## src/rtl/vote_collect_if.sv

```systemverilog
// Ballot/result bundle between a ballot producer and vote_collect.
//   start, abort        : round control from the producer
//   ballot_valid/ballot : ballot handshake, data is W bits
//   ballot_ready        : collector accepts a ballot this cycle
//   result/result_valid : registered bitwise majority, one-cycle update pulse
//   busy, count         : round in progress, ballots accepted so far
interface vote_collect_if #(
  parameter int unsigned W = 3
);
  logic         start;
  logic         abort;
  logic         ballot_valid;
  logic [W-1:0] ballot;
  logic         ballot_ready;
  logic [W-1:0] result;
  logic         result_valid;
  logic         busy;
  logic [2:0]   count;

  modport master (
    output start, abort, ballot_valid, ballot,
    input  ballot_ready, result, result_valid, busy, count
  );

  modport slave (
    input  start, abort, ballot_valid, ballot,
    output ballot_ready, result, result_valid, busy, count
  );
endinterface

```

## src/rtl/vote_collect.sv

```systemverilog
// Collects NVOTER ballots of W bits and produces a per-bit majority result.
//   clk     : system clock, rising edge
//   rst_n   : asynchronous active-low reset
//   vote_io : vote_collect_if slave (start/abort, ballot handshake, result,
//             result_valid, busy, count)
// The result register is loaded on the edge that accepts the last ballot, so
// result is already updated in the DONE cycle where result_valid is high.
module vote_collect #(
  parameter int unsigned NVOTER = 5,
  parameter int unsigned W      = 3
) (
  input logic           clk,
  input logic           rst_n,
  vote_collect_if.slave vote_io
);

  localparam logic [2:0] LastCount = 3'(NVOTER - 1);
  localparam logic [2:0] Threshold = 3'((NVOTER + 1) / 2);

  typedef enum logic [1:0] {StIdle, StCollect, StDone} state_e;

  state_e             state_q, state_d;
  logic [2:0]         count_q, count_d;
  logic [W-1:0][2:0]  tally_q, tally_d;
  logic [W-1:0]       result_q, result_d;

  always_ff @(posedge clk or negedge rst_n) begin
    if (!rst_n) begin
      state_q  <= StIdle;
      count_q  <= '0;
      tally_q  <= '0;
      result_q <= '0;
    end else begin
      state_q  <= state_d;
      count_q  <= count_d;
      tally_q  <= tally_d;
      result_q <= result_d;
    end
  end

  always_comb begin
    state_d  = state_q;
    count_d  = count_q;
    tally_d  = tally_q;
    result_d = result_q;
    unique case (state_q)
      StIdle: begin
        if (vote_io.start) begin
          count_d = '0;
          tally_d = '0;
          state_d = StCollect;
        end
      end
      StCollect: begin
        // Abort wins over a ballot offered in the same cycle.
        if (vote_io.abort) begin
          count_d = '0;
          tally_d = '0;
          state_d = StIdle;
        end else if (vote_io.ballot_valid) begin
          count_d = count_q + 3'd1;
          for (int unsigned i = 0; i < W; i++) begin
            tally_d[i] = tally_q[i] + 3'(vote_io.ballot[i]);
          end
          if (count_q == LastCount) begin
            state_d = StDone;
            for (int unsigned i = 0; i < W; i++) begin
              result_d[i] = (tally_d[i] >= Threshold);
            end
          end
        end
      end
      StDone: begin
        state_d = StIdle;
      end
      default: begin
        state_d = StIdle;
      end
    endcase
  end

  assign vote_io.ballot_ready = (state_q == StCollect);
  assign vote_io.busy         = (state_q != StIdle);
  assign vote_io.result_valid = (state_q == StDone);
  assign vote_io.result       = result_q;
  assign vote_io.count        = count_q;

endmodule

```

## src/flat_wrapper.sv

```systemverilog
// flat-port wrapper written by rule: the top's interface ports become plain ports
module vote_collect_flat 
#(
  parameter int unsigned NVOTER = 5,
  parameter int unsigned W      = 3
)
  (clk, rst_n, vote_io_start, vote_io_abort, vote_io_ballot_valid, vote_io_ballot, vote_io_ballot_ready, vote_io_result, vote_io_result_valid, vote_io_busy, vote_io_count);
  vote_collect_if #(.W(W)) vote_io_i ();
  input logic clk;
  input logic rst_n;
  input wire logic [$bits(vote_io_i.start)-1:0] vote_io_start;
  input wire logic [$bits(vote_io_i.abort)-1:0] vote_io_abort;
  input wire logic [$bits(vote_io_i.ballot_valid)-1:0] vote_io_ballot_valid;
  input wire logic [$bits(vote_io_i.ballot)-1:0] vote_io_ballot;
  output wire logic [$bits(vote_io_i.ballot_ready)-1:0] vote_io_ballot_ready;
  output wire logic [$bits(vote_io_i.result)-1:0] vote_io_result;
  output wire logic [$bits(vote_io_i.result_valid)-1:0] vote_io_result_valid;
  output wire logic [$bits(vote_io_i.busy)-1:0] vote_io_busy;
  output wire logic [$bits(vote_io_i.count)-1:0] vote_io_count;
  assign vote_io_i.start = vote_io_start;
  assign vote_io_i.abort = vote_io_abort;
  assign vote_io_i.ballot_valid = vote_io_ballot_valid;
  assign vote_io_i.ballot = vote_io_ballot;
  assign vote_io_ballot_ready = vote_io_i.ballot_ready;
  assign vote_io_result = vote_io_i.result;
  assign vote_io_result_valid = vote_io_i.result_valid;
  assign vote_io_busy = vote_io_i.busy;
  assign vote_io_count = vote_io_i.count;
  vote_collect #(.NVOTER(NVOTER), .W(W)) u_core (.clk(clk), .rst_n(rst_n), .vote_io(vote_io_i));
endmodule
```

## config.mk

```make
export PLATFORM = sky130hd
export DESIGN_NAME = vote_collect_flat
export DESIGN_NICKNAME = d
export VERILOG_FILES = /design/src/rtl/vote_collect_if.sv /design/src/rtl/vote_collect.sv /design/src/flat_wrapper.sv
export SDC_FILE = /design/constraint.sdc
export NUM_CORES = 1
export LEC_CHECK = 0
export CORE_MARGIN = 3
export CORE_UTILIZATION = 50
export DETAILED_ROUTE_END_ITERATION = 8
export PLACE_DENSITY = 0.77
export SETUP_SLACK_MARGIN = 0.05
export SYNTH_ARGS = -nofsm -noshare
export SYNTH_HDL_FRONTEND = slang
export SYNTH_SLANG_ARGS = --single-unit
```

## constraint.sdc

```tcl
create_clock -name clk -period 1.8 [get_ports clk]
set_input_delay 0.27 -clock clk [delete_from_list [all_inputs] [get_ports clk]]
set_output_delay 0.27 -clock clk [all_outputs]
set_load 0.01 [all_outputs]
```

* Word level (Yosys, flattened, before mapping) *
Index checks and enable logic that the tools add are counted.

cells by class
  add/subtract/negate cells = 4
  $mul = 0
  div/mod/pow operators = 0
  $lt $le $gt $ge = 3
  equality and inequality tests = 6
  shifts and indexed selects = 0
  mux-type cells = 13
  bitwise gates (word level) = 1
  reductions and logical operators = 6

operator list
  kind                   count
  $mux W9                3
  $pmux W9 S2            1
  $add A3 B1 Y3          3
  $ge A3 B2 Y1 const B   3
  $mux W3                3
  $mux W2                4
  $pmux W3 S2            1
  $reduce_and A3 Y1      2
  $pmux W2 S2            1
  $reduce_and A4 Y1      1
  $reduce_bool A2 Y1     2
  $add A3 B1 Y3 const B  1
  $eq A3 B3 Y1 const B   1
  $ne A3 B2 Y1 const B   1
  $ne A3 B3 Y1 const B   1
  $eq A2 B1 Y1 const B   1
  $eq A2 B2 Y1 const B   1
  $logic_not A2 Y1       1
  $ne A2 B2 Y1 const B   1
  $not A1 Y1             1

word-level totals
  register bits after elaboration = 17
  bits in latches = 0
  RAM bits = 0
  memory bits (read-only) = 0
  bits of input ports = 8
  output and inout port bits = 9
  logic and storage cells = 39
  memories kept = 0

* Longest topological paths before layout *
  word-level depth = 5
  depth in mapped cells = 5
  mapped depth without buffers = 5

* Least setup slack after synthesis *
No wires, ideal clock.

  path type = reg2reg
  from = register u_core.tally_q[3] in the netlist's numbering
  to = register u_core.result_q[1], in the netlist u_core.vote_io.result[1]
  library setup time = 0.125 ns
  arrival = 1.332 ns
  data required time = 1.675 ns
  path slack = 0.343 ns
  stages on the path, launching flop included = 5
  buffers on the path = 0
  clock period less this slack = 1.457 ns
  cells stage by stage = dfrtp_1 -> ha_1 -> ha_1 -> a211o_1 -> mux2_4

between the ends
  longest elaborated chain between the ends = 2

ends and longest elaborated chain
  what                    RTL line            text
  start, declared         vote_collect.sv:24  logic [W-1:0][2:0] tally_q, tally_d;
  start signal, assigned  vote_collect.sv:36  tally_q <= tally_d;
  $add A3 B1 Y3           vote_collect.sv:63  tally_d[i] = tally_q[i] + 3'(vote_io.ballot[i]);
  $ge A3 B2 Y1            vote_collect.sv:68  result_d[i] = (tally_d[i] >= Threshold);
  end signal, assigned    vote_collect.sv:37  result_q <= result_d;
  end, declared           vote_collect.sv:25  logic [W-1:0] result_q, result_d;

Every way passes these cells.
A chain may end at the register's enable or synchronous reset.

* Worst setup path in the final report *
  from = register u_core.state_q[1]
  to = output port vote_io_ballot_ready

between the ends
  longest elaborated chain between the ends = 1

ends and longest elaborated chain
  what                    RTL line            text
  start, declared         vote_collect.sv:22  state_e state_q, state_d;
  start signal, assigned  vote_collect.sv:29  state_q <= StIdle;
  start signal, assigned  vote_collect.sv:34  state_q <= state_d;
  $eq A2 B1 Y1            vote_collect.sv:82  assign vote_io.ballot_ready = (state_q == StCollect);
  end, declared           flat_wrapper.sv:15  output wire logic [$bits(vote_io_i.ballot_ready)-1:0] vote_io_ballot_ready;

Every way passes these cells.

==> flow_summary.toml <==
[routing]
postRouteAntennaNets = 0
dr.pass1.iters = 3
met2WireLength_microns = 836
vias = 634
wl_met3_microns = 33
drt_iter0_drc = 2
drt_wl_total_mm = 1.64
m1WireLength_microns = 770
drcViolationCount = 0
via_per_inst = 5.20
post_drt_wl_per_cell_microns = 13.4
top_layer = "met3"

[place]
portBuffers = 16
gp_congestion = 0.735
post-dp-hpwl_mm = 1.23
placed_cells = 116

[yosys]
syn-cell-area_sq_um = 896
synth_flop_cell = "dfrtp_1"
syn_inst = 74
synth_cell_type_count = 21
synth_nets = 90
synth_most_common_cell = "dfrtp_1"
synth_edf_count = 0
synth.yosys.seq_area_share_pct = 47.5
synthMuxAreaShare_pct = 8.38
synth_top_family_by_area = "compound AO/OA/AOI/OAI gates"
postSynthAreaPerCell_sq_um = 12.1
ys_ff_latch = 17
yosys.area.top_type_share_pct = 47.5
synth-xor-area-share_pct = 0
synthAdderAreaFrac_pct = 11.2
synth_compound_area_share_pct = 18.7
yosysTopAreaCell = "dfrtp_1"
ys_warn_count = 0
async_flop_share_pct = 100
synth.top_cells.by_area = "dfrtp_1 47%, ha_1 11%, a22o_1 6.8%, nor2b_1 5.6%, mux2_4 5.0%"
synthSimpleGateAreaFrac_pct = 11.6
ys_top_cells_by_count = "17 x dfrtp_1, 8 x ha_1, 8 x nor2b_1"

[floorplan]
die_w_microns = 48.3
fp.dieH_microns = 48.3
die-area_sq_mm = 0.00234
boundaryPins = 17
coreArea_sq_mm = 0.00159
num_rows = 14
start_util_pct = 56.2

[critical_path]
rrSetupSlack_ns = 0.23
start_kind = "register"
startpoint = "u_core.state_q[1]$_DFFE_PN0P_"
worstReg2RegStart = "u_core.state_q[1]$_DFFE_PN0P_"
cp-endpoint = "vote_io_ballot_ready"
rr_worst_depth = 4
regToRegEndpoint = "u_core.vote_io.result[2]$_DFFE_PN0P_"
end_kind = "output pin"
required_ns = 1.53
critPathMaxFanout = 6
critPathKind = "reg -> out"
critical_path_arrival_ns = 1.38

[layout]
final-instance-count-excl-fill = 122
syn2layout_area_growth_pct = 27.4
drive_gt1_share_pct = 18.4
fillCellCount = 119
fin_nets = 115
diodes = 0

[timing]
fin_skew_ns = 0.00575
tns_ns = 0
setup_viol = 0
relSlewSlack_pct = 68.9
hold_viol_final = 0
fin_crit_sh_pct = 91.8
max_freq_ghz = 0.605
rsz0062_at_grt = "false"
slew_viol_final = 0
finalHoldWorstSlack_ns = 0.286
post-route-min-period_ns = 1.65
worst_slew_pin_slew_ns = 0.466

[power]
ir_drop_mv = 0.493
power.density_mw_per_mm2 = 636
p_total_mw = 0.725
p_leak_nw = 0.598

[clocking]
clkLatencyLatePin_ns = 0.29
clock-sinks = 17
cts_buffers = 3
clockBufferDepth = 2
cts-root-buf = "clkbuf_4"
cts_hold_buf = 0
htree_levels = 1
cts_tree = "yes"
clkTransAtPathRegs_ns = 0.10

[hold_path]
holdCritPathClass = "in -> async"

[global_route]
grt_pass1_wl_mm = 2.96
grt_max_degree = 18
grt_antenna_before_repair = 0
overflow = 0
grt.total_usage_pct = 15.8
grt_pass1_vias = 667

[status]
status = "completed"

[job]
maxCapViolCount = 0
==> worst max-delay path, cell delays in order (launching register included) <==
cell and delay [ns]:
dfrtp_2 0.45, nor2b_1 0.11, clkdlybuf4s50_1 0.54
==> worst min-delay path by stage <==
stage                                               from                                   end  depth (start not counted)
finish                                             rst_n   u_core.vote_io.count[2]$_DFFE_PN0P_                          2
global route                                       rst_n   u_core.vote_io.count[2]$_DFFE_PN0P_                          2
CTS                                                rst_n   u_core.vote_io.count[2]$_DFFE_PN0P_                          2
detailed placement  u_core.vote_io.result[1]$_DFFE_PN0P_  u_core.vote_io.result[1]$_DFFE_PN0P_                          1
global placement           u_core.tally_q[8]$_DFFE_PN0P_         u_core.tally_q[8]$_DFFE_PN0P_                          1
floorplan                                          rst_n         u_core.state_q[0]$_DFFE_PN0P_                          0
==> metrics by stage <==
step | setup WS, ns | utilization (%) | cell area [sq um]
floorplan | 0.343 | - | 896
global placement | -0.0371 | 69.0 | 1100
detailed placement | -0.0702 | 69.0 | 1100
CTS | 0.113 | 71.1 | 1130
global route | 0.0582 | 71.6 | 1140
finish | 0.148 | 71.6 | 1140
==> logic make-up (layout without fill, tap and decap cells) <==
group	after synthesis	count (layout)
compound gates	21	21
simple gates	18	18
flops	17	17
fa+ha+maj	8	8
mux	6	6
buf+inv	4	28
==> what timing repair did <==
item,4_1_cts,5_1_grt
hold endpoints to repair,0,0
resized for setup,2,0
endpoints found under the setup margin,1,2
setup buffers,1,1
==> flip-flops by register name, summed over array words and instances (netlist names) <==
name	cells
u_core.tally_q	9
u_core.vote_io.count	3
u_core.vote_io.result	3
u_core.state_q	2
==> layer usage <==
layer	GRT usage, %	vias up
li1	-	317
met1	20.2	310
met2	28.2	7
met3	2.76	0
met4	2.84	0
met5	0	-
==> placed cells by master (no fill, tap or decap), drive strengths merged <==
master,n
and3,1
nand2,3
a22o,7
mux2i,3
clkdlybuf4s50,15
a21bo,3
inv,2
a31oi,1
mux2,3
clkbuf,4
nand2b,1
ha,8
and4bb,1
dfrtp,17
o21bai,2
a211o,3
nor2,3
nor2b,8
dlygate4sd2,1
o21ai,5
or2,1
buf,6
==> report_power, final <==
| part | switching, mW | total [mW] | internal [mW] |
|---|---|---|---|
| clock | 0.121 | 0.207 | 0.0859 |
| sequential | 0.0101 | 0.403 | 0.393 |
| combinational | 0.0539 | 0.115 | 0.0610 |
| total | 0.185 | 0.725 | 0.540 |
==> area by class of cell <==
cell class | count | area [sq um] | share of cell area, %
well taps | 24 | 30.0 | 2.63
flip-flops and latches | 17 | 427 | 37.4
inverters | 2 | 7.51 | 0.658
repair buffers | 22 | 204 | 17.9
clock buffers | 4 | 26.3 | 2.30
multi-input cells | 53 | 447 | 39.1
Power figures use the tool's default switching activity.
